File: config.mk
export PLATFORM = sky130hd
export DESIGN_NAME = fifo_rd_stream
export DESIGN_NICKNAME = d
export VERILOG_FILES = /design/src/rtl/fifo_rd_stream.sv
export SDC_FILE = /design/constraint.sdc
export NUM_CORES = 1
export LEC_CHECK = 0
export CORE_ASPECT_RATIO = 1.25
export CORE_MARGIN = 4
export CORE_UTILIZATION = 25
export DETAILED_ROUTE_END_ITERATION = 8
export HOLD_SLACK_MARGIN = 0.03
export SLEW_MARGIN = 20
export SYNTH_ARGS = -nofsm -noshare
export SYNTH_HDL_FRONTEND = slang
export SYNTH_SLANG_ARGS = --single-unit
export TNS_END_PERCENT = 50
File: constraint.sdc
create_clock -name rd_clk -period 4.55 [get_ports rd_clk]
set_clock_uncertainty 0.15 [all_clocks]
set_input_delay 1.1375 -clock rd_clk [delete_from_list [all_inputs] [get_ports rd_clk]]
set_output_delay 1.1375 -clock rd_clk [all_outputs]
set_load 0.02 [all_outputs]
File: src/rtl/fifo_rd_stream.sv
// fifo_rd_stream: pulls words from a FIFO read port and presents them as a
// valid/ready stream. It uses a 2-entry in-order skid buffer. Reads are
// issued only when the buffer is guaranteed to have room, counting the read
// that is already in flight, so the buffer never overflows.
module fifo_rd_stream #(
    parameter int data_width  = 8,
    parameter int depth_width = 5
) (
    input  logic                   rd_clk,
    input  logic                   rd_rstn,
    input  logic                   en,
    output logic                   fifo_rd,
    input  logic [depth_width:0]   fifo_rd_num,
    input  logic [data_width-1:0]  fifo_rd_data,
    input  logic                   fifo_rd_data_vld,
    output logic                   m_valid,
    output logic [data_width-1:0]  m_data,
    input  logic                   m_ready,
    output logic                   busy,
    output logic [31:0]            word_cnt,
    input  logic                   cnt_clr,
    output logic                   err_unexp_vld
);

    typedef enum logic [1:0] {
        IDLE = 2'd0,
        RUN  = 2'd1,
        STOP = 2'd2
    } state_t;

    state_t                 state;
    state_t                 state_nxt;
    logic [1:0]             occ;        // buffered words, 0..2
    logic                   inflight;   // a read was issued last cycle
    logic [data_width-1:0]  entry0;     // oldest word, drives m_data
    logic [data_width-1:0]  entry1;     // second word
    logic                   pop;
    logic                   push;
    logic [2:0]             level;      // words buffered or owed after this cycle's pop

    assign pop   = m_valid & m_ready;
    // Data that arrives without a read in flight is flagged, not stored.
    assign push  = fifo_rd_data_vld & inflight;
    // occ + inflight never exceeds 2 and pop needs occ != 0, so this cannot underflow.
    assign level = {1'b0, occ} + {2'b00, inflight} - {2'b00, pop};

    // The issue decision looks only at the fill level, never at an empty flag.
    assign fifo_rd = (state == RUN) && (fifo_rd_num != '0) && (level < 3'd2);

    assign m_valid = (occ != 2'd0);
    assign m_data  = entry0;
    assign busy    = (state != IDLE);

    // State register, read-in-flight tracker and sticky protocol error.
    always_ff @(posedge rd_clk or negedge rd_rstn) begin
        if (!rd_rstn) begin
            state         <= IDLE;
            inflight      <= 1'b0;
            err_unexp_vld <= 1'b0;
        end else begin
            // NOTE: sequential state uses non-blocking assignments so every
            // flop samples the pre-edge values regardless of statement order.
            state    <= state_nxt;
            inflight <= fifo_rd;
            if (fifo_rd_data_vld && !inflight) begin
                err_unexp_vld <= 1'b1;
            end
        end
    end

    // Next-state logic: leave STOP only once nothing is owed and the buffer empties.
    always_comb begin
        // NOTE: default first so every path assigns state_nxt and no latch is inferred.
        state_nxt = state;
        unique case (state)
            IDLE: begin
                if (en) begin
                    state_nxt = RUN;
                end
            end
            RUN: begin
                if (!en) begin
                    state_nxt = STOP;
                end
            end
            STOP: begin
                if (en) begin
                    state_nxt = RUN;
                end else if (!inflight &&
                             ((occ == 2'd0) || ((occ == 2'd1) && pop))) begin
                    state_nxt = IDLE;
                end
            end
            default: state_nxt = IDLE;
        endcase
    end

    // Two-entry in-order buffer: entry0 is always the oldest word.
    always_ff @(posedge rd_clk or negedge rd_rstn) begin
        if (!rd_rstn) begin
            // NOTE: the buffer is two plain flops, not a RAM, so it is reset;
            // this keeps m_data at zero after reset and drops stale words.
            occ    <= 2'd0;
            entry0 <= '0;
            entry1 <= '0;
        end else begin
            unique case ({push, pop})
                2'b10: begin
                    if (occ == 2'd0) begin
                        entry0 <= fifo_rd_data;
                    end else begin
                        entry1 <= fifo_rd_data;
                    end
                    occ <= occ + 2'd1;
                end
                2'b01: begin
                    entry0 <= entry1;
                    occ    <= occ - 2'd1;
                end
                2'b11: begin
                    // Simultaneous push and pop: occupancy unchanged, order kept.
                    if (occ == 2'd1) begin
                        entry0 <= fifo_rd_data;
                    end else begin
                        entry0 <= entry1;
                        entry1 <= fifo_rd_data;
                    end
                end
                default: ;
            endcase
        end
    end

    // Transferred-word counter; a clear wins over a pop in the same cycle.
    always_ff @(posedge rd_clk or negedge rd_rstn) begin
        if (!rd_rstn) begin
            word_cnt <= 32'd0;
        end else if (cnt_clr) begin
            word_cnt <= 32'd0;
        end else if (pop) begin
            word_cnt <= word_cnt + 32'd1;
        end
    end

endmodule
==> out/summary.txt <==
Drt wl/cell - 14.4 µm
Worst hold path startpoint - err_unexp_vld
Vias in the first global route - 2328
GRT Total Usage - 11.1%
Setup CP Type - primary input to output pin
R2R depth - 7
DRC violations left - 0
Clk slew on worst S/H paths - 0.07 ns
P_int - 1.08 mW
CTS sink cnt - 54
Synthesis Warnings - 0
Netlist cell types - 38
Routed vias/inst - 4.96
Slowest-stage cell, CP - fa_1
Routability cong. - 0.748
Final instance area - 3730 µm²
Post-CTS setup buffers - 0
Via count - 2351
Worst reg-to-reg setup slack - 1.96 ns
Total grt overflow - 0
#FFs+latches synth - 54
# H-tree levels - 2
Worst r2r dst - word_cnt[25]
R2r startpoint - occ[1]
Worst Setup Start Kind - primary input
CTS tree - done
PortBufs - 63
Element type at the critical path end - output pin
Initial DRT Pass Iterations - 5
Worst Path Max Fanout - 2
Switching share of power - 30.6%
Reg power frac - 40.3%
Overall Power - 1.56 mW
Worst path max stage delay - 0.38 ns
Fmax achieved - 0.243 GHz
Fin. max-slew vios - 0
Hold Path Sink - err_unexp_vld
Global-route wire length before repair - 11.6 mm
Final WS setup - 0.439 ns
Ys flop type - dfrtp_1
Max IR drop VDD - 0.174 mV
TNS Setup - 0 ns
Num CTS Buffers - 5
Required @ worst endpoint - 3.26 ns
Final #Nets - 370
Worst path arrival time - 2.82 ns
Mapped Nets - 302
Clk pwr share - 28.2%
Fin cells - 474
Hold path cells - 1
Number of synthesized flops with an enable pin - 0
Total net switching power - 0.477 mW
Area of placed instances - 3560 µm²
Comb power frac - 31.5%
# IOs - 64
Die Y - 125 µm
# placed instances - 467
Period utilization - 90.4%
Power per cell area - 417 nW/µm²
Row Count - 42
Synth-to-Final Area Change - 35.6%
Chip width - 102 µm
Final core occ - 35.0%
DPL Wire Length - 4.96 mm
Status - finished clean
Post-place setup slack - -0.489 ns
Bufs and invs on worst path - 3
Fillers - 1113
Critical-path cell list - dlymetal6s2s_1 -> nand2_2 -> clkinv_1 -> ha_1 -> nand2b_1 -> fa_1 -> xor2_1 -> nor4b_2 -> buf_4
RSZ-0062 raised after global routing - no
First DRT Iteration DRCs - 39
Relative slew slack - 49.7%
Largest net degree at the start of global routing - 39
Hold_ws - 0.318 ns
Antenna violations before repair - 0
Max-Cap Viols - 0
Synthesized area per cell - 10.1 µm²
FFs w/ async S/R, synth - 100%
Mapped Area - 2760 µm²
Slew @ Worst Pin - 0.755 ns
Seq/Total Area, Yosys - 49.0%
Die area - 12800 µm²
CORE AREA - 10700 µm²
# diodes - 0
Antenna Nets Post-Route - 0
Worst-Skew Late Latency - 0.28 ns
Root buf cell - clkbuf_16
Post-layout min period - 4.11 ns
Routed wire length - 6.84 mm
Initial Util - 25.8%
Longest Clk Path Bufs - 2
Setup violations, final - 0
Gate Count Post-Synth - 274
Static leakage - 1.49 nW
Min-delay worst type - flop to flop
Count of final hold-check violations - 0
Delay-heaviest family, CP - adder cells
Layout cells sized above 1 - 10.5%
## kinds of logic (layout without fill, tap and decap cells)
kind of cell	after synthesis	in the layout	share of synthesized area [%]
adders and majority gates	8	8	3.91
buffers and inverters	18	86	2.72
and+or+nand+nor	113	113	22.5
DFF	54	54	49.0
AOI/OAI and AO/OA	53	53	11.7
xor gates and xnor gates	14	14	4.45
muxes	14	14	5.72
## cells in the final DEF, fill, tap and decap left out, types with 2 or more instances in the layout
| cell type | instances |
|---|---|
| a21oi_1 | 17 |
| a22oi_1 | 8 |
| and3_1 | 2 |
| and4_1 | 5 |
| buf_4 | 8 |
| clkbuf_16 | 5 |
| clkdlybuf4s50_1 | 60 |
| dfrtp_1 | 54 |
| ha_1 | 7 |
| inv_1 | 8 |
| mux2_2 | 14 |
| nand2_1 | 28 |
| nand2b_1 | 2 |
| nand3_1 | 8 |
| nand4_1 | 9 |
| nor2_1 | 17 |
| nor2b_1 | 8 |
| nor3_1 | 5 |
| nor4_1 | 6 |
| o21ai_0 | 15 |
| o31ai_1 | 8 |
| or3_1 | 5 |
| or4_1 | 10 |
| xnor2_1 | 7 |
| xor2_1 | 7 |
## synth_stat cells, drive strengths merged, types with 2 or more instances
| library cell | number | share of area, % |
|---|---|---|
| nand4 | 10 | 2.5 |
| nor4 | 6 | 1.4 |
| xnor2 | 7 | 2.2 |
| and4 | 5 | 1.6 |
| or3 | 6 | 1.5 |
| a21oi | 17 | 3.1 |
| a22oi | 8 | 2.2 |
| and3 | 2 | 0.45 |
| nand2 | 29 | 4.0 |
| inv | 8 | 1.1 |
| nor2 | 17 | 2.3 |
| ha | 7 | 3.2 |
| xor2 | 7 | 2.2 |
| nand2b | 2 | 0.45 |
| o31ai | 8 | 2.2 |
| nand3 | 8 | 1.5 |
| clkbuf | 8 | 1.1 |
| dfrtp | 54 | 49 |
| o21ai | 15 | 2.7 |
| nor2b | 8 | 1.8 |
| or4 | 10 | 2.7 |
| mux2 | 14 | 5.7 |
| nor3 | 5 | 0.91 |
## worst max-delay path by stage
stage / start / end / slack (ns) / cells past startpoint
after floorplan: m_ready / fifo_rd / 0.05 / 7
after global placement: m_ready / fifo_rd / -0.45 / 9
after detailed placement: m_ready / fifo_rd / -0.49 / 9
after CTS: m_ready / fifo_rd / 0.04 / 9
after global routing: m_ready / fifo_rd / 0.29 / 9
final: m_ready / fifo_rd / 0.44 / 9
## per-layer routing
metal	global-route usage [%]	vias to the layer above	wire, µm	share of wire [%]
li1	-	1126	-	-
met1	13.6	1159	2810	41
met2	20.2	57	3680	54
met3	1.89	9	293	4.3
met4	1.93	0	56	0.82
met5	0	-	0	0
## layout make-up
class / instances / area [µm²] / area share, %
sequential: 54 / 1350 / 36.2
multi-input combinational: 202 / 1340 / 35.8
timing repair buffer: 70 / 678 / 18.2
tap: 132 / 165 / 4.42
clock buffer: 6 / 139 / 3.72
inverter: 9 / 33.8 / 0.905
clock inverter: 1 / 30.0 / 0.804
## what timing repair did
action / 4_1_cts / 5_1_grt
hold buffers: 0 / 0
pin swaps: 0 / 1
endpoints found under the setup margin: 1 / 1
endpoints found under the hold margin: 0 / 0
gates resized for setup: 6 / 3
## sequential cells by signal, indices dropped and copies added (netlist names)
name           cells
err_unexp_vld      1
m_data             8
state              2
occ                2
word_cnt          32
inflight           1
entry1             8
## power groups by stage
stage / registers, mW / logic [mW] / clock network, mW
floorplan: 0.668 / 0.251 / 0
global placement: 0.633 / 0.485 / 0
detailed placement: 0.638 / 0.499 / 0
CTS: 0.629 / 0.501 / 0.458
global route: 0.642 / 0.551 / 0.477
finish: 0.628 / 0.490 / 0.439
Note: power is estimated with default switching activity, not from simulation.
